<file path="config.mk">
export PLATFORM = sky130hd
export DESIGN_NAME = instruction_fetch
export DESIGN_NICKNAME = d
export VERILOG_FILES = /design/src/rtl/instruction_fetch.sv
export SDC_FILE = /design/constraint.sdc
export NUM_CORES = 1
export LEC_CHECK = 0
export CORE_ASPECT_RATIO = 2
export CORE_MARGIN = 3
export CORE_UTILIZATION = 45
export CTS_CLUSTER_SIZE = 40
export DETAILED_ROUTE_END_ITERATION = 7
export PLACE_DENSITY_LB_ADDON = 0.2
export SYNTH_ARGS = -nofsm -noshare
export SYNTH_HDL_FRONTEND = slang
export SYNTH_SLANG_ARGS = --single-unit
</file>
<file path="constraint.sdc">
create_clock -name clk -period 3.5 [get_ports clk]
set_clock_uncertainty 0.2 [all_clocks]
set_input_delay 0.525 -clock clk [delete_from_list [all_inputs] [get_ports clk]]
set_output_delay 0.525 -clock clk [all_outputs]
set_load 0.1 [all_outputs]
</file>
<file path="src/rtl/instruction_fetch.sv">
// instruction_fetch: sequential word fetch with stall hold, branch redirect and halt detection
module instruction_fetch #(
    parameter int DATA_WIDTH = 32,
    parameter int ADDR_WIDTH = 10,
    parameter int RESET_PC = 0,
    parameter logic [DATA_WIDTH-1:0] HALT_WORD = '1
) (
    input  logic                  clk,
    input  logic                  rst_n,
    output logic [ADDR_WIDTH-1:0] imem_address,
    input  logic [DATA_WIDTH-1:0] imem_data,
    input  logic                  stall,
    input  logic                  branch_taken,
    input  logic [ADDR_WIDTH-1:0] branch_target,
    output logic [DATA_WIDTH-1:0] instr,
    output logic [ADDR_WIDTH-1:0] instr_pc,
    output logic                  instr_valid,
    output logic                  halted,
    output logic [15:0]           fetch_count
);
    typedef enum logic [1:0] {START, RUN, HALTED} state_t;
    localparam logic [ADDR_WIDTH-1:0] RST_ADDR = ADDR_WIDTH'(RESET_PC);
    state_t state;
    logic [ADDR_WIDTH-1:0] pc, rq_pc;
    logic accept;
    assign accept = state == RUN && !stall && !branch_taken;
    assign instr = imem_data;
    assign instr_pc = rq_pc;
    assign instr_valid = state == RUN;
    assign halted = state == HALTED;
    // a stalled cycle re-reads the presented word so the memory output stays put
    always_comb
        imem_address = state == HALTED ? rq_pc :
                       branch_taken    ? branch_target :
                       state == START  ? RST_ADDR :
                       stall           ? rq_pc : pc;
    always_ff @(posedge clk or negedge rst_n)
        if (!rst_n) begin
            state <= START;
            pc <= RST_ADDR;
            rq_pc <= RST_ADDR;
            fetch_count <= '0;
        end else if (state != HALTED) begin
            if (branch_taken) begin
                rq_pc <= branch_target;
                pc <= branch_target + 1'b1;
                state <= RUN;
            end else if (state == START) begin
                rq_pc <= RST_ADDR;
                pc <= RST_ADDR + 1'b1;
                state <= RUN;
            end else if (accept) begin
                rq_pc <= pc;
                pc <= pc + 1'b1;
                fetch_count <= fetch_count + {15'd0, fetch_count != 16'hFFFF};
                if (imem_data == HALT_WORD) state <= HALTED;
            end
        end
endmodule

</file>
# ---- Word-level counts from Yosys, hierarchy flattened
# Cells that the tools add are included.
dict set report op_classes {
  addsub 3
  n_eq_ne 5
  mux 14
  bitwise_logic 2
  n_reduce_logical 10
}
# operator n
set op_table {}
lappend op_table {{10-bit 2-to-1 mux} 10}
lappend op_table {{32-bit == test, second input constant} 1}
lappend op_table {{10-bit by 1-bit adder with 10-bit output, second input constant} 2}
lappend op_table {{16-bit by 1-bit adder with 16-bit output} 1}
lappend op_table {{16-bit != test, second input constant} 1}
lappend op_table {{2-bit 2-to-1 mux} 4}
lappend op_table {{3-bit nonzero test} 2}
lappend op_table {{4-bit AND reduction} 1}
lappend op_table {{3-bit AND reduction} 1}
lappend op_table {{2-bit by 1-bit == test with 1-bit output, second input constant} 1}
lappend op_table {{2-bit == test, second input constant} 1}
lappend op_table {{1-bit logical AND} 2}
lappend op_table {{1-bit logical NOT} 2}
lappend op_table {{2-bit logical NOT} 1}
lappend op_table {{2-bit != test, second input constant} 1}
lappend op_table {{1-bit inverter} 2}
lappend op_table {{2-bit AND reduction} 1}
dict set report totals {
  regBits 38
  in_bits 46
  output_inout_bits 70
  elab_cells 38
}

# ---- Longest topological paths before layout
dict set report logic_depth {
  ltp_word 6
  mapped_depth 8
  ltp_nobuf 8
}

# ---- Worst setup path before layout
# Ideal clock, no wire load.
dict set report synth_timing {
  path_kind {reg-to-output}
  startpoint {register state[0]}
  endpoint {output imem_address[2]}
  arrival_ps 3627
  required_time_ps 2775
  setup_slack_ps -852
  path_stages_with_launch 6
  n_path_buf 2
  path_cell_list {dfrtp_1 -> buf_2 -> nand2b_1 -> inv_1 -> clkbuf_1 -> o21ai_0}
}
dict set report synth_between {
  elab_cells_between_ends 5
  classes_between {eq/ne (1); mux (3); reduce/logical (1)}
}
# element line
set synth_lines {}
lappend synth_lines {{start, declared} 23} ;# state_t state;
lappend synth_lines {{start signal, assigned} 39} ;# state <= START;
lappend synth_lines {{start signal, assigned} 47} ;# state <= RUN;
lappend synth_lines {{start signal, assigned} 51} ;# state <= RUN;
lappend synth_lines {{2-bit == test} -}
lappend synth_lines {{net halted} 18} ;# output logic halted,
lappend synth_lines {{10-bit 2-to-1 mux} 33} ;# imem_address = state == HALTED ? rq_pc :
lappend synth_lines {{end, declared} 10} ;# output logic [ADDR_WIDTH-1:0] imem_address,
# The timed path passes the listed nets, and every way through them passes these cells.

# ---- Worst setup path in the final report
dict set report layout_timing {
  startpoint {input branch_taken}
  endpoint {output imem_address[5]}
}
dict set report layout_between {
  elab_chain_len 2
}
# element line
set layout_lines {}
lappend layout_lines {{start, declared} 13} ;# input logic branch_taken,
lappend layout_lines {{10-bit 2-to-1 mux} 34} ;# branch_taken ? branch_target :
lappend layout_lines {{10-bit 2-to-1 mux} 33}
# No other way between the ends.

==> summary.txt <==
Placement
  – Area post-placement: 3502 um2
  – GP Congestion: 0.8690
  – Port Buffers: 115
  – HPWL Detailed: 5.704 mm

Floorplan
  – Die ar.: 6663 um2
  – Starting Density: 46.66%
  – Top Ports: 116
  – Die height: 112.5 um
  – Row Count: 38
  – Core region area: 5468 um2
  – Die outline width: 59.24 um

Critical path
  – CP Class: in -> out
  – RR Startpoint: fetch_count[6]
  – CP bufs+invs: 4
  – CP Max Fanout: 10
  – Most used cell, CP: buf_4
  – Crit end category: primary output
  – Critical Path RT: 2.77 ns
  – CP arrival: 2.09 ns
  – Family with the most delay on the worst path: buffers and inverters
  – Worst Setup Start Kind: primary input
  – CP max stage delay: 0.42 ns
  – Setup crit start: branch_taken
  – CP Cell Sequence: clkdlybuf4s50_1, o21bai_1, buf_4, nor2_1, buf_4, a22oi_1, o21ai_1, buf_12
  – Slowest-stage cell, CP: clkdlybuf4s50_1

Synthesis
  – Async set-or-reset flop fraction in the synthesized netlist: 100.0%
  – Yosys warns: 0
  – Post-synth top flop: dfrtp_1
  – Netlist Area Pre-Place: 2551 um2
  – Leading area contributor after synthesis: dfrtp_1
  – Mapped Cells: 294
  – Yosys top cell area share: 37.27%
  – Mean Syn Cell Area: 8.678 um2
  – Main area contributors after synthesis: dfrtp_1 (37%), buf_4 (9.4%), a22oi_1 (5.9%), nand2_1 (5.4%), xnor2_1 (4.5%)
  – Syn_nets: 344
  – #FFs+latches synth: 38
  – Post-synthesis sequential area ratio: 37.27%
  – Unique masters post-synth: 45
  – Post-synth EDFFs: 0

Clock tree
  – Clock Tree Root: clkbuf_8
  – Clock Path Buffers: 2
  – Post_cts resized: 0
  – CTS tree: done
  – Hold-fix buffers, CTS: 0
  – Clock latency on the worst-skew pair: 0.29 ns
  – Setup Fix Bufs, Post-CTS: 0
  – Clk slew on worst S/H paths: 0.08 ns
  – H-tree levels: 2
  – Num CTS Buffers: 5
  – # clock sinks: 38

Route
  – Vias: 2501
  – DRT iter0 DRCs: 133
  – Via density: 5.736
  – Residual DRC count: 0
  – Detail Route Antenna Nets: 0
  – First-pass DRT Iterations: 5
  – Drt wl/cell: 16.88 um
  – Final wirelength: 7.358 mm

Global route
  – Vias in the first global route: 2554
  – First-pass GRT wire length: 12.10 mm
  – Total track usage: 23.11%
  – Largest net degree at the start of global routing: 39
  – Grt total ovfl: 0
  – Initial antenna violation count: 0

Layout
  – Final nets: 425
  – Commonest non-fill, non-tap cell in the layout: clkdlybuf4s50_1
  – Post-route cell area: 3645 um2
  – Share of layout cells above drive strength 1: 21.01%
  – Most frequent cells in the layout: clkdlybuf4s50_1 (60), buf_4 (51), dfrtp_1 (38), nand2_1 (37), a22oi_1 (20)
  – # diodes: 0
  – Area Overhead vs Synth: 42.86%

Flow run
  – Max Cap Viol: 0

Timing
  – Final period utilization: 80.44%
  – Fmax: 355.2 MHz
  – Worst-Margin Slew: 0.9807 ns
  – Setup violators final: 0
  – Final hold slack: 0.1448 ns
  – Final count of pins violating max slew: 0
  – Post-layout minimum cycle time: 2.815 ns
  – Worst rel slew slack: 34.42%
  – Final hold vios: 0
  – RSZ-0062 raised after global routing: no
  – Setup tns final: 0 ns

Min path
  – Hold crit path type: in -> async

Power
  – Peak VDD IR: 0.5784 mV
  – Leak: 1.569 nW
  – Total power divided by cell area: 563.9 nW/um2

Outcome
  – Status: finished clean
-- through the flow --
stage                     cells  power, mW  utilization [%]  worst slack (ns)
after global placement      428      1.588            64.05            0.6836
after CTS                   436      2.063            66.66            0.6783
after detailed placement    428      1.601            64.05            0.6583
after floorplan             294      1.319                -           -0.1025
after global routing        436      2.129            66.66            0.5694
final                       436      2.055            66.66            0.6847
-- cell type report --
class / count / area (um2)
fillers: 463 / 1823
multi-input cells: 201 / 1261
repair buffers: 122 / 1189
flip-flops and latches: 38 / 950.9
clock buffers: 6 / 82.58
well taps: 60 / 75.07
clock inverters: 2 / 60.06
inverters: 7 / 26.28
-- registers in the layout, summed over array words and instances, names as in the netlist --
signal / cells
fetch_count: 16
instr_pc: 10
pc: 10
state: 2
-- worst reg2reg max path, stage by stage, from the launching register on --
cell and delay, ns:
dfrtp_1 0.45, nand4_1 0.24, or2_2 0.38, or3_1 0.41, ha_1 0.23, nand4_1 0.21, or3_4 0.21, nor2_2 0.04
xor2_1 0.14
-- worst paths after layout --
kind / to / slack, ns / cells past startpoint
setup / recovery: imem_address[5] / 0.68 / 8
hold / removal: fetch_count[6] / 0.14 / 1
setup reg to reg: fetch_count[10] / 0.88 / 8
hold reg to reg: fetch_count[13] / 0.29 / 1
max in group asynchronous: instr_pc[4] / 2.40 / 1
min in group clk: fetch_count[13] / 0.29 / 1
-- synthesized netlist by cell type, drive strengths merged, types with 3 or more instances --
library cell and n:
o21ai 29, o211ai 3, a31oi 3, nand2 37, dfrtp 38, nor2 13
nor3 3, xor2 9, a21oi 7, buf 37, and3 5, inv 7
clkbuf 11, nand4 15, nand3 11, xnor2 13, a22oi 20, ha 4
nor4 5
-- metal layers --
metal | global-route usage (%) | part of all wire [%] | vias to the layer above
li1 | - | - | 1198
met3 | 3.337 | 5.7 | 20
met1 | 24.74 | 33 | 1172
met5 | 0 | 0 | -
met2 | 42.44 | 57 | 111
met4 | 9.834 | 4.0 | 0
-- cell families (layout without fill, tap and decap cells) --
| kind of cell | Yosys count | after routing | synth area share (%) |
|---|---|---|---|
| adder cells (fa/ha/maj) | 4 | 4 | 1.962 |
| flip-flops | 38 | 38 | 37.27 |
| buffers and inverters | 55 | 137 | 13.44 |
| XOR/XNOR | 22 | 22 | 7.553 |
| AO/OA/AOI/OAI | 71 | 71 | 17.51 |
| AND/OR/NAND/NOR | 104 | 104 | 22.27 |
-- where the power goes --
group | leakage [nW] | switching, mW | internal [mW]
Combinational | 1.02 | 0.740 | 0.261
Sequential | 0.474 | 0.0877 | 0.501
Clock | 0.0714 | 0.161 | 0.304
Note: power is estimated with default switching activity, not from simulation.
